--- src/rtl/disp_pkg.sv ---
// Shared types and constants for the display-sharing arbiter.
package disp_pkg;

  localparam logic [7:0] SEG_BLANK = 8'hFF;

  localparam int LANE_DIG0 = 0;
  localparam int LANE_DIG1 = 1;
  localparam int LANE_DIG2 = 2;
  localparam int LANE_DIG3 = 3;

  typedef enum logic [1:0] {
    ST_IDLE = 2'd0,
    ST_OWN  = 2'd1,
    ST_GAP  = 2'd2
  } arb_state_e;

  function automatic logic [7:0] frame_lane(input logic [31:0] frame, input int lane);
    return frame[lane*8 +: 8];
  endfunction

  // Arbitration from an unowned state: when both request, the non-last owner wins.
  function automatic logic pick_owner(input logic [1:0] req, input logic last_owner);
    if (req == 2'b11) begin
      return ~last_owner;
    end else begin
      return req[1];
    end
  endfunction

endpackage

--- src/rtl/disp_share_arb_if.sv ---
// Requester/display bundle for disp_share_arb.
interface disp_share_arb_if;
  logic [1:0]  req;
  logic [31:0] frame0;
  logic [31:0] frame1;
  logic [1:0]  gnt;
  logic [7:0]  in3;
  logic [7:0]  in2;
  logic [7:0]  in1;
  logic [7:0]  in0;
  logic        busy;

  modport slave (
    input  req, frame0, frame1,
    output gnt, in3, in2, in1, in0, busy
  );

  modport master (
    output req, frame0, frame1,
    input  gnt, in3, in2, in1, in0, busy
  );
endinterface

--- src/rtl/disp_hold_timer.sv ---
// Saturating up-counter; expired_o is high once the count reaches LIMIT-1.
module disp_hold_timer #(
  parameter int LIMIT = 2
) (
  input  logic clk,
  input  logic reset,
  input  logic clear_i,
  input  logic en_i,
  output logic expired_o
);

  localparam int W = (LIMIT > 1) ? $clog2(LIMIT) : 1;
  localparam logic [W-1:0] LAST = W'(LIMIT - 1);

  logic [W-1:0] cnt_q;
  logic [W-1:0] cnt_d;

  // Next count: clear wins, otherwise count up and hold at LAST.
  always_comb begin
    cnt_d = cnt_q;
    if (clear_i) begin
      cnt_d = '0;
    end else if (en_i && (cnt_q != LAST)) begin
      cnt_d = cnt_q + 1'b1;
    end else begin
      cnt_d = cnt_q;
    end
  end

  // Count register.
  always_ff @(posedge clk) begin
    if (reset) begin
      cnt_q <= '0;
    end else begin
      cnt_q <= cnt_d;
    end
  end

  assign expired_o = (cnt_q == LAST);

endmodule

--- src/rtl/disp_share_arb.sv ---
// Two-requester round-robin owner of the 4-digit display with minimum hold time.
// Optional blanking gap between owners is enabled by DISP_ARB_BLANK_EN.
module disp_share_arb
  import disp_pkg::*;
#(
  parameter int HOLD_CYC  = 1000,
  parameter int BLANK_CYC = 16
) (
  input logic           clk,
  input logic           reset,
  disp_share_arb_if.slave bus
);

  if ((HOLD_CYC < 2) || (BLANK_CYC < 1)) begin : g_bad_param
    $error("disp_share_arb: HOLD_CYC must be >= 2 and BLANK_CYC >= 1");
  end

  arb_state_e  state_q, state_d;
  logic        owner_q, owner_d;
  logic        last_q, last_d;
  logic        switch_s;
  logic        hold_exp_s;
  logic        own_req_s, oth_req_s;
  logic [1:0]  gnt_q, gnt_d;
  logic [31:0] frame_q, frame_d;
  logic        busy_q, busy_d;

  disp_hold_timer #(.LIMIT(HOLD_CYC)) u_hold (
    .clk      (clk),
    .reset    (reset),
    .clear_i  ((state_q != ST_OWN) || switch_s),
    .en_i     (state_q == ST_OWN),
    .expired_o(hold_exp_s)
  );

`ifdef DISP_ARB_BLANK_EN
  logic gap_exp_s;

  disp_hold_timer #(.LIMIT(BLANK_CYC)) u_gap (
    .clk      (clk),
    .reset    (reset),
    .clear_i  (state_q != ST_GAP),
    .en_i     (state_q == ST_GAP),
    .expired_o(gap_exp_s)
  );
`endif

  assign own_req_s = bus.req[owner_q];
  assign oth_req_s = bus.req[~owner_q];

  // Next-state, owner bookkeeping and next output values.
  always_comb begin
    state_d  = state_q;
    owner_d  = owner_q;
    last_d   = last_q;
    switch_s = 1'b0;
    case (state_q)
      ST_IDLE: begin
        if (bus.req != 2'b00) begin
          state_d = ST_OWN;
          owner_d = pick_owner(bus.req, last_q);
          last_d  = pick_owner(bus.req, last_q);
        end else begin
          state_d = ST_IDLE;
        end
      end
      ST_OWN: begin
        if ((!own_req_s && oth_req_s) || (hold_exp_s && oth_req_s)) begin
`ifdef DISP_ARB_BLANK_EN
          state_d = ST_GAP;
          last_d  = owner_q;
`else
          owner_d  = ~owner_q;
          last_d   = ~owner_q;
          switch_s = 1'b1;
`endif
        end else if (!own_req_s) begin
          state_d = ST_IDLE;
          last_d  = owner_q;
        end else begin
          state_d = ST_OWN;
        end
      end
`ifdef DISP_ARB_BLANK_EN
      ST_GAP: begin
        if (!gap_exp_s) begin
          state_d = ST_GAP;
        end else if (bus.req != 2'b00) begin
          state_d = ST_OWN;
          owner_d = pick_owner(bus.req, last_q);
          last_d  = pick_owner(bus.req, last_q);
        end else begin
          state_d = ST_IDLE;
        end
      end
`endif
      default: begin
        state_d = ST_IDLE;
      end
    endcase

    // Outputs follow the next state so grant and digits move on the same edge.
    if (state_d == ST_OWN) begin
      gnt_d   = owner_d ? 2'b10 : 2'b01;
      frame_d = owner_d ? bus.frame1 : bus.frame0;
    end else begin
      gnt_d   = 2'b00;
      frame_d = {4{SEG_BLANK}};
    end
    busy_d = (state_d != ST_IDLE);
  end

  // State and registered outputs.
  always_ff @(posedge clk) begin
    if (reset) begin
      state_q <= ST_IDLE;
      owner_q <= 1'b0;
      last_q  <= 1'b1;
      gnt_q   <= 2'b00;
      frame_q <= {4{SEG_BLANK}};
      busy_q  <= 1'b0;
    end else begin
      state_q <= state_d;
      owner_q <= owner_d;
      last_q  <= last_d;
      gnt_q   <= gnt_d;
      frame_q <= frame_d;
      busy_q  <= busy_d;
    end
  end

  assign bus.gnt  = gnt_q;
  assign bus.in3  = frame_lane(frame_q, LANE_DIG3);
  assign bus.in2  = frame_lane(frame_q, LANE_DIG2);
  assign bus.in1  = frame_lane(frame_q, LANE_DIG1);
  assign bus.in0  = frame_lane(frame_q, LANE_DIG0);
  assign bus.busy = busy_q;

endmodule

--- src/flat_wrapper.sv ---
// flat-port wrapper written by rule: the top's interface ports become plain ports
module disp_share_arb_flat import disp_pkg::*;
#(
  parameter int HOLD_CYC  = 1000,
  parameter int BLANK_CYC = 16
)
  (clk, reset, bus_req, bus_frame0, bus_frame1, bus_gnt, bus_in3, bus_in2, bus_in1, bus_in0, bus_busy);
  disp_share_arb_if bus_i ();
  input logic clk;
  input logic reset;
  input wire logic [$bits(bus_i.req)-1:0] bus_req;
  input wire logic [$bits(bus_i.frame0)-1:0] bus_frame0;
  input wire logic [$bits(bus_i.frame1)-1:0] bus_frame1;
  output wire logic [$bits(bus_i.gnt)-1:0] bus_gnt;
  output wire logic [$bits(bus_i.in3)-1:0] bus_in3;
  output wire logic [$bits(bus_i.in2)-1:0] bus_in2;
  output wire logic [$bits(bus_i.in1)-1:0] bus_in1;
  output wire logic [$bits(bus_i.in0)-1:0] bus_in0;
  output wire logic [$bits(bus_i.busy)-1:0] bus_busy;
  assign bus_i.req = bus_req;
  assign bus_i.frame0 = bus_frame0;
  assign bus_i.frame1 = bus_frame1;
  assign bus_gnt = bus_i.gnt;
  assign bus_in3 = bus_i.in3;
  assign bus_in2 = bus_i.in2;
  assign bus_in1 = bus_i.in1;
  assign bus_in0 = bus_i.in0;
  assign bus_busy = bus_i.busy;
  disp_share_arb #(.HOLD_CYC(HOLD_CYC), .BLANK_CYC(BLANK_CYC)) u_core (.clk(clk), .reset(reset), .bus(bus_i));
endmodule
--- config.mk ---
export PLATFORM = sky130hd
export DESIGN_NAME = disp_share_arb_flat
export DESIGN_NICKNAME = d
export VERILOG_FILES = /design/src/rtl/disp_pkg.sv /design/src/rtl/disp_share_arb_if.sv /design/src/rtl/disp_hold_timer.sv /design/src/rtl/disp_share_arb.sv /design/src/flat_wrapper.sv
export SDC_FILE = /design/constraint.sdc
export NUM_CORES = 1
export LEC_CHECK = 0
export BUFFER_PORTS_ARGS = -buffer_cell sky130_fd_sc_hd__buf_2
export CORE_MARGIN = 5
export CORE_UTILIZATION = 30
export DETAILED_ROUTE_END_ITERATION = 7
export PLACE_DENSITY_LB_ADDON = 0.05
export SLEW_MARGIN = 10
export SYNTH_ARGS = -nofsm -noshare
export SYNTH_HDL_FRONTEND = slang
export SYNTH_SLANG_ARGS = --single-unit
--- constraint.sdc ---
create_clock -name clk -period 4.2 [get_ports clk]
set_clock_uncertainty 0.15 [all_clocks]
set_input_delay 0 -clock clk [delete_from_list [all_inputs] [get_ports clk]]
set_output_delay 0 -clock clk [all_outputs]
set_load 0.02 [all_outputs]
Word-level counts from Yosys, hierarchy flattened
Cells that the tools add are included.
- output and inout bits: 35
- bits in registers: 49
- input port bits: 68
- logic and storage cells: 54
- multiplexer cells: 20
- magnitude comparators: 2
- reductions and logical operators: 13
- equal/unequal tests: 8
- add/subtract/negate cells: 1
- bitwise logic cells: 3
- operators by type and width (kind ; number):
    32-bit two-way mux ; 1
    1-bit two-way mux ; 14
    10-bit by 1-bit adder with 10-bit output (second input constant) ; 1
    10-bit equality test (second input constant) ; 1
    10-bit != test (second input constant) ; 1
    2-bit nonzero test ; 3
    2-bit by 1-bit equality test with 1-bit output (second input constant) ; 2
    1-bit by 2-bit less-than comparator with 1-bit output (second input constant) ; 2
    2-bit two-way mux ; 2
    2-bit by 1-bit != test with 1-bit output (second input constant) ; 2
    1-bit one-hot mux with 2 select lines ; 2
    2-bit one-hot mux with 2 select lines ; 1
    2-bit OR reduction ; 2
    1-bit logical AND ; 3
    3-bit != test (second input constant) ; 1
    1-bit inverter ; 3
    3-bit AND reduction ; 1
    2-bit equality test (second input constant) ; 1
    2-bit zero test ; 1
    1-bit logical OR ; 2
    1-bit zero test ; 1

Logic depth before layout (Yosys ltp)
- word-level depth: 10
- gate-level depth with buffers: 8

Cells and area by module
From an unflattened synthesis, not the netlist that was laid out.
- cell total of the unflattened synthesis: 249
- area total of the unflattened synthesis: 2147.1 um^2
- by module, submodules not included (module ; instances ; cells each ; sequential area each (um^2) ; area an instance (um^2)):
    disp_share_arb ; 1 ; 191 ; 780.7 ; 1641.6
    disp_hold_timer ; 1 ; 58 ; 200.2 ; 505.5

Worst setup path after synthesis
Ideal clock, no wire load.
- path kind: register -> register
- start point: register u_core.u_hold.cnt_q[0]
- end point: register u_core.frame_q[3]
- cell stages (with the launch flop): 9
- setup slack: 2189 ps
- data required time: 3978 ps
- library setup time: 72 ps
- arrival: 1789 ps
- period minus slack after synthesis: 2011 ps
- path through: dfxtp_1 ha_1 nand4b_4 o31a_1 o211ai_2 and4_4 buf_12 buf_12 mux2i_1
- longest elaborated chain between the ends: 8
- elaborated cells between the ends (all ways): 11
- those cells by class: eq/ne (2); mux (5); bitwise (1); reduce/logical (3)
- ends and longest elaborated chain (element ; RTL line ; source):
    start: declaration ; disp_hold_timer.sv:15 ; logic [W-1:0] cnt_q;
    start signal: assignment ; disp_hold_timer.sv:35 ; cnt_q <= cnt_d;
    10-bit equality test * ; disp_hold_timer.sv:39 ; assign expired_o = (cnt_q == LAST);
    1-bit logical AND * ; disp_share_arb.sv:68 ; if ((!own_req_s && oth_req_s) || (hold_exp_s && oth_req_s)) begin
    1-bit logical OR * ; disp_share_arb.sv:68 ;
    2-bit two-way mux ; disp_share_arb.sv:68 ;
    2-bit one-hot mux with 2 select lines ; disp_share_arb.sv:57 ; case (state_q)
    2-bit by 1-bit equality test with 1-bit output ; disp_share_arb.sv:103 ; if (state_d == ST_OWN) begin
    1-bit inverter (no source line) ; - ;
    2-bit OR reduction (no source line) ; - ;
    end signal: assignment ; disp_share_arb.sv:120 ; frame_q <= {4{SEG_BLANK}};
    end signal: assignment ; disp_share_arb.sv:127 ; frame_q <= frame_d;
    end: declaration ; disp_share_arb.sv:25 ; logic [31:0] frame_q, frame_d;
Every way passes the cells marked *; elsewhere a longest branch is shown, timed or not.
A chain may end at the register's enable or synchronous reset.

Final worst setup path
- start point: register u_core.u_hold.cnt_q[0]
- end point: register u_core.frame_q[8]
Same word-level chain as after synthesis.

==> flow_metrics.tcl <==
set metrics [dict create \
    max_stage_delay_ns 0.67 \
    dp.cells 423 \
    hold_path_startpoint "bus_req[0]" \
    area_growth_pct 42.2 \
    vias 2357 \
    synth_edf_count 0 \
    cts_tree "done" \
    fmax_ghz 0.337 \
    viasPerCell 4.76 \
    power.density_mw_per_mm2 275 \
    worst_slew_pin_slew_ns 0.692 \
    vdd_ir_drop_max_mv 0.125 \
    power_frac_clock_pct 27.6 \
    yosysTopAreaCellShare_pct 39.2 \
    swShare_pct 27.3 \
    ys.flop_type "dfxtp_1" \
    finalSetupTns_ns 0 \
    p_leak_nw 1.32 \
    synthArstFlopShare_pct 0 \
    regToRegSetupSlack_ns 1.24 \
    finalHoldViolCount 0 \
    ios 103 \
    drive_gt1_share_pct 30.8 \
    dieWidth_um 101 \
    synth_top_area_cell "dfxtp_1" \
    critical_path.endpoint_type "flop" \
    grt_pass1_wl_um 11000 \
    post_drt_wl_per_cell_um 13.8 \
    netlist_instances 242 \
    nNetsFinal 458 \
    hpwl_um 4350 \
    drt_iter0_markers 60 \
    hp-class "in2reg" \
    worstReg2RegStart "u_core.u_hold.cnt_q[0]" \
    path_class "reg2reg" \
    fp.dieArea_mm2 0.0103 \
    clock-sinks 49 \
    cp.arrival_ns 3.06 \
    clk_path_buf_depth 2 \
    ys_ff_latch 49 \
    crit_chain "ha_1 -> nand4b_4 -> o31a_1 -> o211ai_2 -> and4_4 -> mux2i_1 -> dlygate4sd3_1" \
    hold_end "u_core.last_q" \
    instances_no_fill 495 \
    rsz0062_at_grt "false" \
    whs_path_depth 4 \
    rows 33 \
    fin_crit_sh_pct 70.6 \
    cts_setup_buffers 0 \
    port_buffers 102 \
    cp_num_buf_inv 1 \
    layout_common_cells "buf_2, nor4_1, dlygate4sd3_1" \
    ys_types 41 \
    p_comb_share_pct 21.6 \
    grt_pass1_vias 2330 \
    synth.area.top_cells "dfxtp_1, nor4_1, mux2i_1, clkbuf_8, buf_12" \
    fillers 830 \
    start_util_pct 30.6 \
    grt_usage_pct 13.3 \
    setup_violations 0 \
    internal_power_w 0.000711 \
    crit_fanout 35 \
    clk_pin_slew_ns 0.09 \
    seq_power_share_pct 50.8 \
    layout_commonest_cell "buf_2" \
    cp.depth 7 \
    slew-limit-headroom_pct 53.9 \
    drv_cap 0 \
    cp_data_required_time_ns 4.29 \
    avgSynthCellArea_um2 10.3 \
    drtAntennaViolNets 0 \
    critPathTopFamily "simple AND/OR/NAND/NOR gates" \
    status "finished clean" \
    die_y_um 101 \
    grt_max_degree 48 \
    syn_nets 311 \
    layout_min_cycle_time_ns 2.96 \
    slowest_stage "and4_4" \
    ys_warn_count 0 \
    start_kind "flop" \
    core_mm2 0.00818 \
    gp_congestion 0.661 \
    synth_area_mm2 0.00250 \
    drc 0 \
    synth-seq-area-share_pct 39.2 \
    r2r_cells 7 \
    cts-buffers-inserted 5 \
    dr.pass1.iters 4 \
    num_antenna_cells 0 \
    switchingPower_w 0.000268 \
    slew_viol_final 0 \
    globalRouteOverflowTotal 0 \
    antenna_found_initial 0 \
    htree_levels 2 \
    root_buffer "clkbuf_8" \
    clk_latency_ns 0.29 \
    wl_um 6830 \
    timing.rr.end "u_core.frame_q[8]" \
]
==> per-layer routing <==
layer  up-vias  share of wire, %  global-route usage [%]
li1       1205                 -                       -
met1      1084                45                    16.3
met2        63                48                    23.3
met3         5               6.5                    3.37
met4         0              0.86                    3.07
met5         -                 0                       0
==> timing repair <==
item,4_1_cts,5_1_grt
setup endpoints to repair,0,0
gates resized for setup,0,0
hold buffers,64,0
endpoints found under the hold margin,32,0
==> final cells by class <==
| class | instances | area [µm²] | share of cell area [%] |
|---|---|---|---|
| multi-input cells | 163 | 1190 | 33.3 |
| well taps | 105 | 131 | 3.69 |
| clock inverters | 1 | 7.51 | 0.211 |
| inverters | 1 | 3.75 | 0.105 |
| flip-flops and latches | 49 | 982 | 27.6 |
| clock buffers | 7 | 76.3 | 2.14 |
| repair buffers | 169 | 1170 | 33.0 |
==> power by group through the flow <==
| stage | Combinational, W | Sequential, W | Clock, W |
|---|---|---|---|
| CTS | 0.000213 | 0.000498 | 0.000293 |
| detailed placement | 0.000168 | 0.000509 | 0 |
| finish | 0.000211 | 0.000497 | 0.000270 |
| global route | 0.000230 | 0.000500 | 0.000306 |
| global placement | 0.000169 | 0.000509 | 0 |
| floorplan | 0.000116 | 0.000524 | 0 |
==> sequential cells by signal (all words and copies together), names as in the netlist <==
name                 count
u_core.frame_q          32
u_core.u_hold.cnt_q     10
u_core.bus.gnt           2
u_core.state_q           2
u_core.bus.busy          1
u_core.last_q            1
u_core.owner_q           1
==> metrics by stage <==
stage	power [W]	util [%]	hold slack [ns]	instance area, µm²	worst slack (ns)
3_3_place_gp	0.000677	34.7	0.105	2840	1.83
6_report	0.000979	43.6	0.105	3560	1.24
5_1_grt	0.00104	43.6	0.117	3560	1.09
4_1_cts	0.00100	43.6	0.104	3560	1.23
3_5_place_dp	0.000677	34.7	0.112	2840	1.78
2_1_floorplan	0.000640	-	0.0153	2500	2.19
==> cells in the mapped netlist, types with 2 or more instances <==
cell type,n
nor4_1,66
and3_1,3
clkbuf_1,6
nand3_1,4
mux2i_1,34
nand2_1,2
buf_12,4
nor2_1,16
clkbuf_8,14
xor2_1,3
dfxtp_1,49
xnor2_1,6
a21oi_1,2
nor3_1,6
==> worst register-to-register path, stage by stage (launching register included) <==
cell and delay, ns:
dfxtp_1 0.38, ha_1 0.25, nand4b_4 0.13, o31a_1 0.30, o211ai_2 0.17, and4_4 0.67
mux2i_1 0.30, dlygate4sd3_1 0.56
==> worst max path at each step <==
stage / startpoint / end
floorplan: u_core.u_hold.cnt_q[0] / u_core.frame_q[3]
global placement: u_core.state_q[1] / u_core.frame_q[11]
detailed placement: u_core.u_hold.cnt_q[0] / u_core.frame_q[19]
CTS: u_core.u_hold.cnt_q[0] / u_core.frame_q[1]
global route: u_core.state_q[1] / u_core.frame_q[7]
finish: u_core.u_hold.cnt_q[0] / u_core.frame_q[8]
==> kinds of logic after synthesis <==
kind of cell	Yosys count	share of synthesized area (%)
DFF	49	39.2
muxes	35	14.0
other	1	0.150
AOI/OAI and AO/OA	8	2.45
buffers and inverters	30	13.7
and+or+nand+nor	109	26.8
adders and majority gates	1	0.500
xor gates and xnor gates	9	3.15
Power figures use the tool's default switching activity.
